### config.mk
export PLATFORM = sky130hd
export DESIGN_NAME = l0_pool_reader
export DESIGN_NICKNAME = d
export VERILOG_FILES = /design/src/rtl/l0_pool_reader.sv
export SDC_FILE = /design/constraint.sdc
export NUM_CORES = 1
export LEC_CHECK = 0
export ABC_AREA = 1
export CAP_MARGIN = 20
export CORE_ASPECT_RATIO = 1.2
export CORE_MARGIN = 4
export CORE_UTILIZATION = 25
export CTS_CLUSTER_DIAMETER = 150
export DETAILED_ROUTE_END_ITERATION = 8
export GPL_TIMING_DRIVEN = 0
export PLACE_DENSITY_LB_ADDON = 0.05
export RECOVER_POWER = 25
export SLEW_MARGIN = 20
export SYNTH_ARGS = -nofsm -noshare
export SYNTH_HDL_FRONTEND = slang
export SYNTH_SLANG_ARGS = --single-unit
### constraint.sdc
create_clock -name clk -period 9.65 [get_ports clk]
set_clock_uncertainty 0.15 [all_clocks]
set_input_delay 1.93 -clock clk [delete_from_list [all_inputs] [get_ports clk]]
set_output_delay 1.93 -clock clk [all_outputs]
set_load 0.01 [all_outputs]
### src/rtl/l0_pool_reader.sv
// l0_pool_reader: 2x2 signed max-pool over the layer-0 feature-map RAM.
// Optional ReLU clamp on each result: define L0_POOL_RELU_EN.
module l0_pool_reader #(
  parameter int W  = 26,
  parameter int H  = 26,
  parameter int DW = 18,
  parameter int AW = 10
) (
  input  logic          clk,
  input  logic          rst_n,
  input  logic          start,
  output logic          busy,
  output logic [AW-1:0] addr_rd,
  input  logic [DW-1:0] rd_data,
  output logic          out_valid,
  input  logic          out_ready,
  output logic [DW-1:0] out_data,
  output logic          out_last,
  output logic          done
);

  localparam int NC = W / 2;
  localparam int NR = H / 2;
  localparam int CW = (NC > 1) ? $clog2(NC) : 1;
  localparam int RW = (NR > 1) ? $clog2(NR) : 1;

  typedef enum logic [1:0] {
    IDLE,
    RD,
    OUT,
    DONE
  } state_t;

  state_t state_q, state_d;
  logic [2:0] ph_q, ph_d;
  logic [RW-1:0] row_q, row_d;
  logic [CW-1:0] col_q, col_d;
  logic [AW-1:0] addr_q, addr_d;
  logic signed [DW-1:0] acc_q, acc_d;
  logic signed [DW-1:0] data_q, data_d;
  logic busy_q, busy_d;
  logic valid_q, valid_d;
  logic last_q, last_d;
  logic done_q, done_d;

  logic signed [DW-1:0] smp, mx, res;
  logic [AW-1:0] base;
  logic is_last;

  function automatic logic [AW-1:0] base_of(
    input logic [RW-1:0] r,
    input logic [CW-1:0] c
  );
    return AW'(2 * int'(r) * W + 2 * int'(c));
  endfunction

  assign busy      = busy_q;
  assign addr_rd   = addr_q;
  assign out_valid = valid_q;
  assign out_data  = data_q;
  assign out_last  = last_q;
  assign done      = done_q;

  // Window sequencing, running max and result handshake.
  always_comb begin
    state_d = state_q;
    ph_d    = ph_q;
    row_d   = row_q;
    col_d   = col_q;
    addr_d  = addr_q;
    acc_d   = acc_q;
    data_d  = data_q;
    busy_d  = busy_q;
    valid_d = valid_q;
    last_d  = last_q;
    done_d  = 1'b0;

    base    = base_of(row_q, col_q);
    is_last = (row_q == RW'(NR - 1)) &&
              (col_q == CW'(NC - 1));
    smp     = $signed(rd_data);
    if (ph_q == 3'd1) mx = smp;
    else mx = (smp > acc_q) ? smp : acc_q;
`ifdef L0_POOL_RELU_EN
    res = mx[DW-1] ? '0 : mx;
`else
    res = mx;
`endif

    unique case (state_q)
      IDLE: begin
        if (start) begin
          state_d = RD;
          ph_d    = 3'd0;
          busy_d  = 1'b1;
          addr_d  = base;
        end
      end
      RD: begin
        if (ph_q != 3'd0) acc_d = mx;
        case (ph_q)
          3'd0: addr_d = base + AW'(1);
          3'd1: addr_d = base + AW'(W);
          3'd2: addr_d = base + AW'(W + 1);
          default: ;
        endcase
        if (ph_q == 3'd4) begin
          data_d  = res;
          valid_d = 1'b1;
          last_d  = is_last;
          state_d = OUT;
        end else begin
          ph_d = ph_q + 3'd1;
        end
      end
      OUT: begin
        if (out_ready) begin
          valid_d = 1'b0;
          last_d  = 1'b0;
          if (last_q) begin
            state_d = DONE;
            done_d  = 1'b1;
          end else begin
            if (col_q == CW'(NC - 1)) begin
              col_d = '0;
              row_d = row_q + RW'(1);
            end else begin
              col_d = col_q + CW'(1);
            end
            addr_d  = base_of(row_d, col_d);
            ph_d    = 3'd0;
            state_d = RD;
          end
        end
      end
      DONE: begin
        busy_d  = 1'b0;
        row_d   = '0;
        col_d   = '0;
        addr_d  = '0;
        state_d = IDLE;
      end
      default: state_d = IDLE;
    endcase
  end

  // State registers with synchronous active-low reset.
  always_ff @(posedge clk) begin
    if (!rst_n) begin
      state_q <= IDLE;
      ph_q    <= '0;
      row_q   <= '0;
      col_q   <= '0;
      addr_q  <= '0;
      acc_q   <= '0;
      data_q  <= '0;
      busy_q  <= 1'b0;
      valid_q <= 1'b0;
      last_q  <= 1'b0;
      done_q  <= 1'b0;
    end else begin
      state_q <= state_d;
      ph_q    <= ph_d;
      row_q   <= row_d;
      col_q   <= col_d;
      addr_q  <= addr_d;
      acc_q   <= acc_d;
      data_q  <= data_d;
      busy_q  <= busy_d;
      valid_q <= valid_d;
      last_q  <= last_d;
      done_q  <= done_d;
    end
  end

endmodule

==> results of run 1 <==
placed cells by master, fill, tap and decap left out, types with 2 or more instances in the layout:
| cell | count |
|---|---|
| clkinv_2 | 5 |
| clkdlybuf4s50_1 | 31 |
| o211ai_1 | 2 |
| o21ai_0 | 17 |
| xnor2_1 | 2 |
| a2111oi_0 | 2 |
| dfxtp_1 | 63 |
| nand3_1 | 88 |
| buf_1 | 2 |
| ha_1 | 58 |
| clkinvlp_4 | 2 |
| fa_1 | 4 |
| inv_2 | 3 |
| nor2_1 | 72 |
| dlygate4sd3_1 | 22 |
| a21oi_1 | 52 |
| buf_2 | 5 |
| nand4_1 | 3 |
| clkbuf_1 | 8 |
| inv_1 | 120 |
| o21bai_1 | 3 |
| nor2_2 | 3 |
| a21o_1 | 2 |
| nand3b_1 | 5 |
| nand2_2 | 10 |
| xor2_1 | 5 |
| nand2_1 | 166 |
| nor3_1 | 4 |
| a211oi_1 | 4 |
| o21ai_1 | 2 |
| clkbuf_16 | 9 |
power groups by stage:
stage | Sequential, mW | Clock, mW | Combinational, mW
floorplan | 0.290 | 0 | 0.114
global placement | 0.290 | 0 | 0.178
detailed placement | 0.291 | 0 | 0.179
CTS | 0.285 | 0.313 | 0.180
global route | 0.286 | 0.320 | 0.200
finish | 0.285 | 0.302 | 0.175
cells in the mapped netlist (3+ instances only):
cell / count
nand3_1: 88
a21oi_1: 52
ha_1: 58
inv_2: 3
nand2_1: 166
nand3b_1: 5
nand4_1: 3
nor3_1: 4
dfxtp_1: 63
nand2_2: 10
nor2_1: 72
o21bai_1: 3
a211oi_1: 4
buf_2: 5
fa_1: 4
inv_1: 120
xor2_1: 5
nor2_2: 3
o21ai_0: 17
clkbuf_1: 8
layer usage:
layer	vias up	global-route usage, %
met1	2134	15.9
met5	-	0
met4	0	6.34
li1	2447	-
met3	20	1.99
met2	71	26.9
critical path, delay by kind of cell, from the launching register on:
family | cells | cell delay, ns
fa+ha+maj | 5 | 1.40
simple gates | 9 | 1.05
compound gates | 3 | 0.76
buf+inv | 3 | 0.39
flops | 1 | 0.38
worst max path at each step:
stage                               to  slack, ns  depth (start not counted)
after floorplan           out_data[10]       5.99                         15
after global placement    out_data[17]       5.20                         14
after detailed placement  out_data[16]       5.18                         14
after CTS                   addr_rd[9]       5.29                         20
after global routing        addr_rd[9]       4.97                         20
final                       addr_rd[9]       5.36                         20
flip-flops by register name, indices dropped and copies added, names as in the netlist, 2 cells and up:
| signal | count |
|---|---|
| state_q | 2 |
| out_data | 18 |
| ph_q | 3 |
| row_q | 4 |
| addr_rd | 10 |
| acc_q | 18 |
| col_q | 4 |
area by class of cell:
class                      instances  area, um2  share of cell area (%)
multi-input combinational        518       2960                    50.2
sequential                        63       1260                    21.4
timing repair buffer              53        531                    9.02
inverter                         124        465                    7.91
tap                              256        320                    5.44
clock buffer                       9        225                    3.83
buffer                            17       85.1                    1.45
clock inverter                     7       40.0                   0.681
logic make-up after synthesis:
logic type      synth area share (%)
flops                           26.5
compound gates                  10.9
xor+xnor                        1.29
simple gates                    32.9
fa+ha+maj                       16.9
buf+inv                         11.5
==> qor.csv, run 1 <==
stage,metric,value,unit
power_and_ir_drop,Leak,2.93,nW
final_layout,Nets,870,
floorplanning,Rows,55,
synth,Post-synth EDFFs,0,
timing,Final setup viols,0,
route,routed wl met2,7.76,mm
timing,actual slew at the worst max-slew pin,0.713,ns
timing,max-slew headroom at the worst pin,52.4,%
floorplanning,Die W,134,um
run_status,status,completed,
synth,"Distinct cells, synth",43,
clock_tree,Post-CTS Setup Inserts,0,
final_layout,layout cells sized above 1,6.19,%
setup_path,CP endpoint kind,flip-flop,
hold_path,Hold Path Origin,out_valid,
setup_path,reg2reg end,addr_rd[9],
synth,Mapped Cells,722,
power_and_ir_drop,Clk pwr share,39.6,%
route,WL/cell,14.0,um
timing,worst hold slack,0.314,ns
synth,post-synth top area cell,dfxtp_1,
floorplanning,Starting Density,25.4,%
final_layout,layout filler cell count,2079,
global_routing,first-pass GRT wire length,24.1,mm
clock_tree,CTS tree,yes,
synth,Syn Std Cell Area,4770,um2
clock_tree,Post-CTS Resized,0,
global_routing,GRT Util Overall,14.4,%
power_and_ir_drop,switching portion of total power,33.3,%
timing,highest clock rate,233,MHz
route,vias per cell,4.46,
timing,setup slack after layout,5.36,ns
route,"antenna viol nets, final",0,
timing,setup tns final,0,ns
power_and_ir_drop,Sw Pwr,0.253,mW
setup_path,startpoint types,flip-flop,
clock_tree,Clock Path Buffers,2,
hold_path,worst min-delay path class,reg -> reg,
setup_path,most frequent cell on the critical path,ha_1,
route,DR iter-0 viols,164,
synth,post-synthesis async set-or-reset flop share,0,%
final_layout,layout overhead on the synthesized area,23.4,%
clock_tree,TritonCTS Sinks,63,
setup_path,R2R depth,20,
placed_design,port buffer count,53,
synth,Synth top area share,26.5,%
global_routing,vias in the first global route,4773,
clock_tree,Clock Latency Late Sink,0.34,ns
clock_tree,H-tree Lvls,3,
timing,minimum clock period,4.29,ns
clock_tree,Root Driver,clkbuf_16,
setup_path,CP max-delay cell,fa_1,
synth,Syn Nets,806,
route,DRC viols,0,
hold_path,WHS Endpoint,out_valid,
placed_design,hpwl dp,11.6,mm
floorplanning,DIE AREA,21400,um2
route,Routed WL,14.7,mm
final_layout,final non-filler cell total,1047,
final_layout,fin util,31.3,%
global_routing,gr ovfl total,0,
floorplanning,die height,159,um
route,Routed met3 length,424,um
route,met1 wire length,6.18,mm
setup_path,Worst setup startpoint,col_q[0],
route,DR pass1 iterations,6,
final_layout,fin area,5880,um2
run,max cap viols,0,
timing,period utilization,44.5,%
floorplanning,Core ar.,18800,um2
setup_path,WP data required,9.69,ns
power_and_ir_drop,cell-internal power,0.508,mW
hold_path,Cells on Worst Hold Path,2,
setup_path,critical-path cell list,inv_1 > ha_1 > nand3_1 > o21ai_0 > inv_1 > ha_1 > ha_1 > ha_1 > inv_1 > fa_1 > nor2_1 > nand4_1 > a21oi_1 > nand3_1 > nand2_1 > nor2_1 > nor2_1 > nand2_1 > nand2_1 > a21oi_1,
synth,"FF+latch count, synth",63,
floorplanning,# IOs,54,
timing,RSZ-0062 raised after global routing,no,
setup_path,CP Class,reg -> reg,
synth,Synth Warn #,0,
power_and_ir_drop,pwr dens,129,nW/um2
route,via count,4672,
clock_tree,post-cts hold buffer count,0,
power_and_ir_drop,Tot Pwr,0.761,mW
placed_design,routability cong.,0.792,
clock_tree,clock slew at reported path FFs,0.06,ns
synth,"top cells by area, synth","dfxtp_1, ha_1, nand2_1",
placed_design,pre-CTS worst setup slack,5.18,ns
power_and_ir_drop,maximum vdd drop,0.0790,mV
synth,Post-synth top flop,dfxtp_1,
power_and_ir_drop,combinational group share of total power,23.0,%
timing,Final Hold Viols,0,
setup_path,reg2reg start,col_q[0],
setup_path,flop2flop setup slack,5.36,ns
route,highest metal used,met4,
setup_path,WP data arrival,4.34,ns
power_and_ir_drop,share of power burned in registers,37.4,%
clock_tree,CTS buffer count,9,
timing,max-slew violation count,0,
synth,post-synthesis sequential area ratio,26.5,%
synth,Synth Area per Inst,6.60,um2
placed_design,dpl cells,1031,
setup_path,Crit Path Max Fanout,8,
setup_path,largest stage delay on the critical path,0.45,ns
global_routing,pin count of the biggest net entering global routing,12,
final_layout,# diodes,0,
global_routing,initial antenna violation count,0,
placed_design,Post-DP Area,5620,um2
No activity file was read; power rests on OpenSTA's default activity.
==> run 2, diff against run 1 <==
- clock period: 9.65 -> 4.18 ns (I/O delays scaled with it)
==> qor.csv, run 2 (synthesis results as in run 1) <==
stage,metric,value,unit,change
timing,actual slew at the worst max-slew pin,0.708,ns,-0.00558 ns
route,Routed WL,14.7,mm,unchanged
route,WL/cell,14.0,um,about the same
final_layout,final non-filler cell total,1048,,+0.096%
power_and_ir_drop,maximum vdd drop,0.180,mV,+130%
setup_path,CP Class,reg -> reg,,
global_routing,gr ovfl total,0,,unchanged
final_layout,"most common cell after layout, fill and taps aside",nand2_1,,
global_routing,GRT Util Overall,14.4,%,about the same
setup_path,WP data arrival,3.88,ns,-0.46 ns
setup_path,most frequent cell on the critical path,nor2_1,,
timing,max-slew violation count,0,,unchanged
final_layout,layout overhead on the synthesized area,24.2,%,
setup_path,Crit path max-delay family,adder cells,,
power_and_ir_drop,Leak,2.96,nW,+0.71%
setup_path,WP data required,4.22,ns,-5.47 ns
clock_tree,H-tree Lvls,3,,unchanged
clock_tree,Clock Path Buffers,2,,unchanged
final_layout,Nets,871,,+0.11%
timing,max-slew headroom at the worst pin,52.8,%,+0.37 points
global_routing,vias in the first global route,4778,,+0.10%
floorplanning,DIE AREA,21400,um2,unchanged
clock_tree,post-cts hold buffer count,0,,unchanged
global_routing,pin count of the biggest net entering global routing,12,,unchanged
clock_tree,CTS tree,yes,,
route,vias per cell,4.45,,-0.25%
timing,period utilization,91.7,%,+47 points
floorplanning,# IOs,54,,unchanged
route,"antenna viol nets, final",0,,unchanged
final_layout,# diodes,0,,unchanged
global_routing,first-pass GRT wire length,24.1,mm,about the same
hold_path,worst min-delay path class,reg -> reg,,
placed_design,dpl cells,1031,,unchanged
floorplanning,Die W,134,um,unchanged
setup_path,CP bufs+invs,3,,unchanged
placed_design,hpwl dp,11.6,mm,unchanged
clock_tree,Clock Latency Late Sink,0.34,ns,about the same
placed_design,Post-DP Area,5620,um2,unchanged
setup_path,Crit Path Max Fanout,8,,unchanged
timing,minimum clock period,3.83,ns,-0.459 ns
route,DR iter-0 viols,168,,+2.4%
setup_path,CP max-delay cell,fa_1,,
route,DRC viols,0,,unchanged
run_status,status,completed,,
setup_path,startpoint types,flip-flop,,
placed_design,port buffer count,53,,unchanged
clock_tree,Root Driver,clkbuf_16,,
timing,highest clock rate,261,MHz,+12%
clock_tree,clock slew at reported path FFs,0.05,ns,about the same
final_layout,fin area,5920,um2,+0.66%
placed_design,routability cong.,0.792,,unchanged
global_routing,initial antenna violation count,0,,unchanged
floorplanning,Starting Density,25.4,%,unchanged
route,DR pass1 iterations,6,,unchanged
final_layout,layout cells sized above 1,7.20,%,+1.0 points
final_layout,"commonest cells after routing, fill and taps aside","nand2_1, inv_1, nand3_1",,
floorplanning,Rows,55,,unchanged
timing,Final setup viols,0,,unchanged
setup_path,CP endpoint kind,flip-flop,,
power_and_ir_drop,Tot Pwr,1.75,mW,+130%
clock_tree,CTS buffer count,9,,unchanged
final_layout,layout filler cell count,2077,,-0.096%
power_and_ir_drop,pwr dens,296,nW/um2,+130%
floorplanning,die height,159,um,unchanged
setup_path,largest stage delay on the critical path,0.52,ns,+0.07 ns
clock_tree,TritonCTS Sinks,63,,unchanged
setup_path,critical-path cell list,inv_1 > ha_1 > nand3_4 > nor2_1 > xor2_1 > inv_1 > ha_1 > ha_1 > inv_1 > fa_1 > nor2_1 > nand4_1 > a21oi_2 > nand3_1 > nand2_1 > nor2_1 > nor2_1 > nand2_1 > nand2_1 > a21oi_1,,
run,max cap viols,0,,unchanged
route,via count,4665,,-0.15%
timing,Final Hold Viols,0,,unchanged
floorplanning,Core ar.,18800,um2,unchanged
-- run 2: worst min-delay path: stages (launching register included) --
cell	delay [ns]
dfxtp_1	0.30
nand2_1	0.06
a21oi_1	0.05
-- run 2: path summary, 6_finish.rpt --
kind / from / endpoint / slack (ns) / depth (start not counted)
worst max-delay path: col_q[0] / addr_rd[9] / 0.35 / 20
worst min-delay path: out_valid / out_valid / 0.31 / 2
worst max register to register: col_q[0] / addr_rd[9] / 0.35 / 20
worst min register to register: out_valid / out_valid / 0.31 / 2
-- run 2: per-stage QoR --
stage / setup TNS, ns / utilization, % / hold slack [ns] / worst slack, ns
after floorplan: 0 / - / 0.325 / 0.596
after global placement: -0.117 / 29.9 / 0.312 / -0.117
after detailed placement: -0.150 / 29.9 / 0.308 / -0.150
after CTS: 0 / 31.4 / 0.317 / 0.125
after global routing: -0.000897 / 31.5 / 0.344 / -0.000897
final: 0 / 31.5 / 0.314 / 0.347
-- run 2: area by class of cell --
class	instances	area (um2)	area share [%]
multi-input cells	518	2980	50.4
flip-flops and latches	63	1260	21.4
repair buffers	54	538	9.09
inverters	124	465	7.86
well taps	256	320	5.41
clock buffers	9	225	3.80
plain buffers	17	85.1	1.44
clock inverters	7	40.0	0.676
-- run 2: power by group --
group	internal, mW	switching, mW
Combinational	0.143	0.262
Clock	0.395	0.298
Sequential	0.635	0.0219
Total	1.17	0.581
-- run 2: repair_timing --
item	in CTS	in global routing
pin swaps	0	2
setup buffers	0	1
resized for setup	4	5
hold endpoints to repair	0	0
endpoints found under the setup margin	2	1
-- run 2: routing by layer --
metal	part of all wire, %	global-route usage, %	routed length, um
met5	0	0	0
met4	2.1	6.34	310
met3	2.5	1.99	372
met2	53	27.0	7770
met1	42	15.9	6230
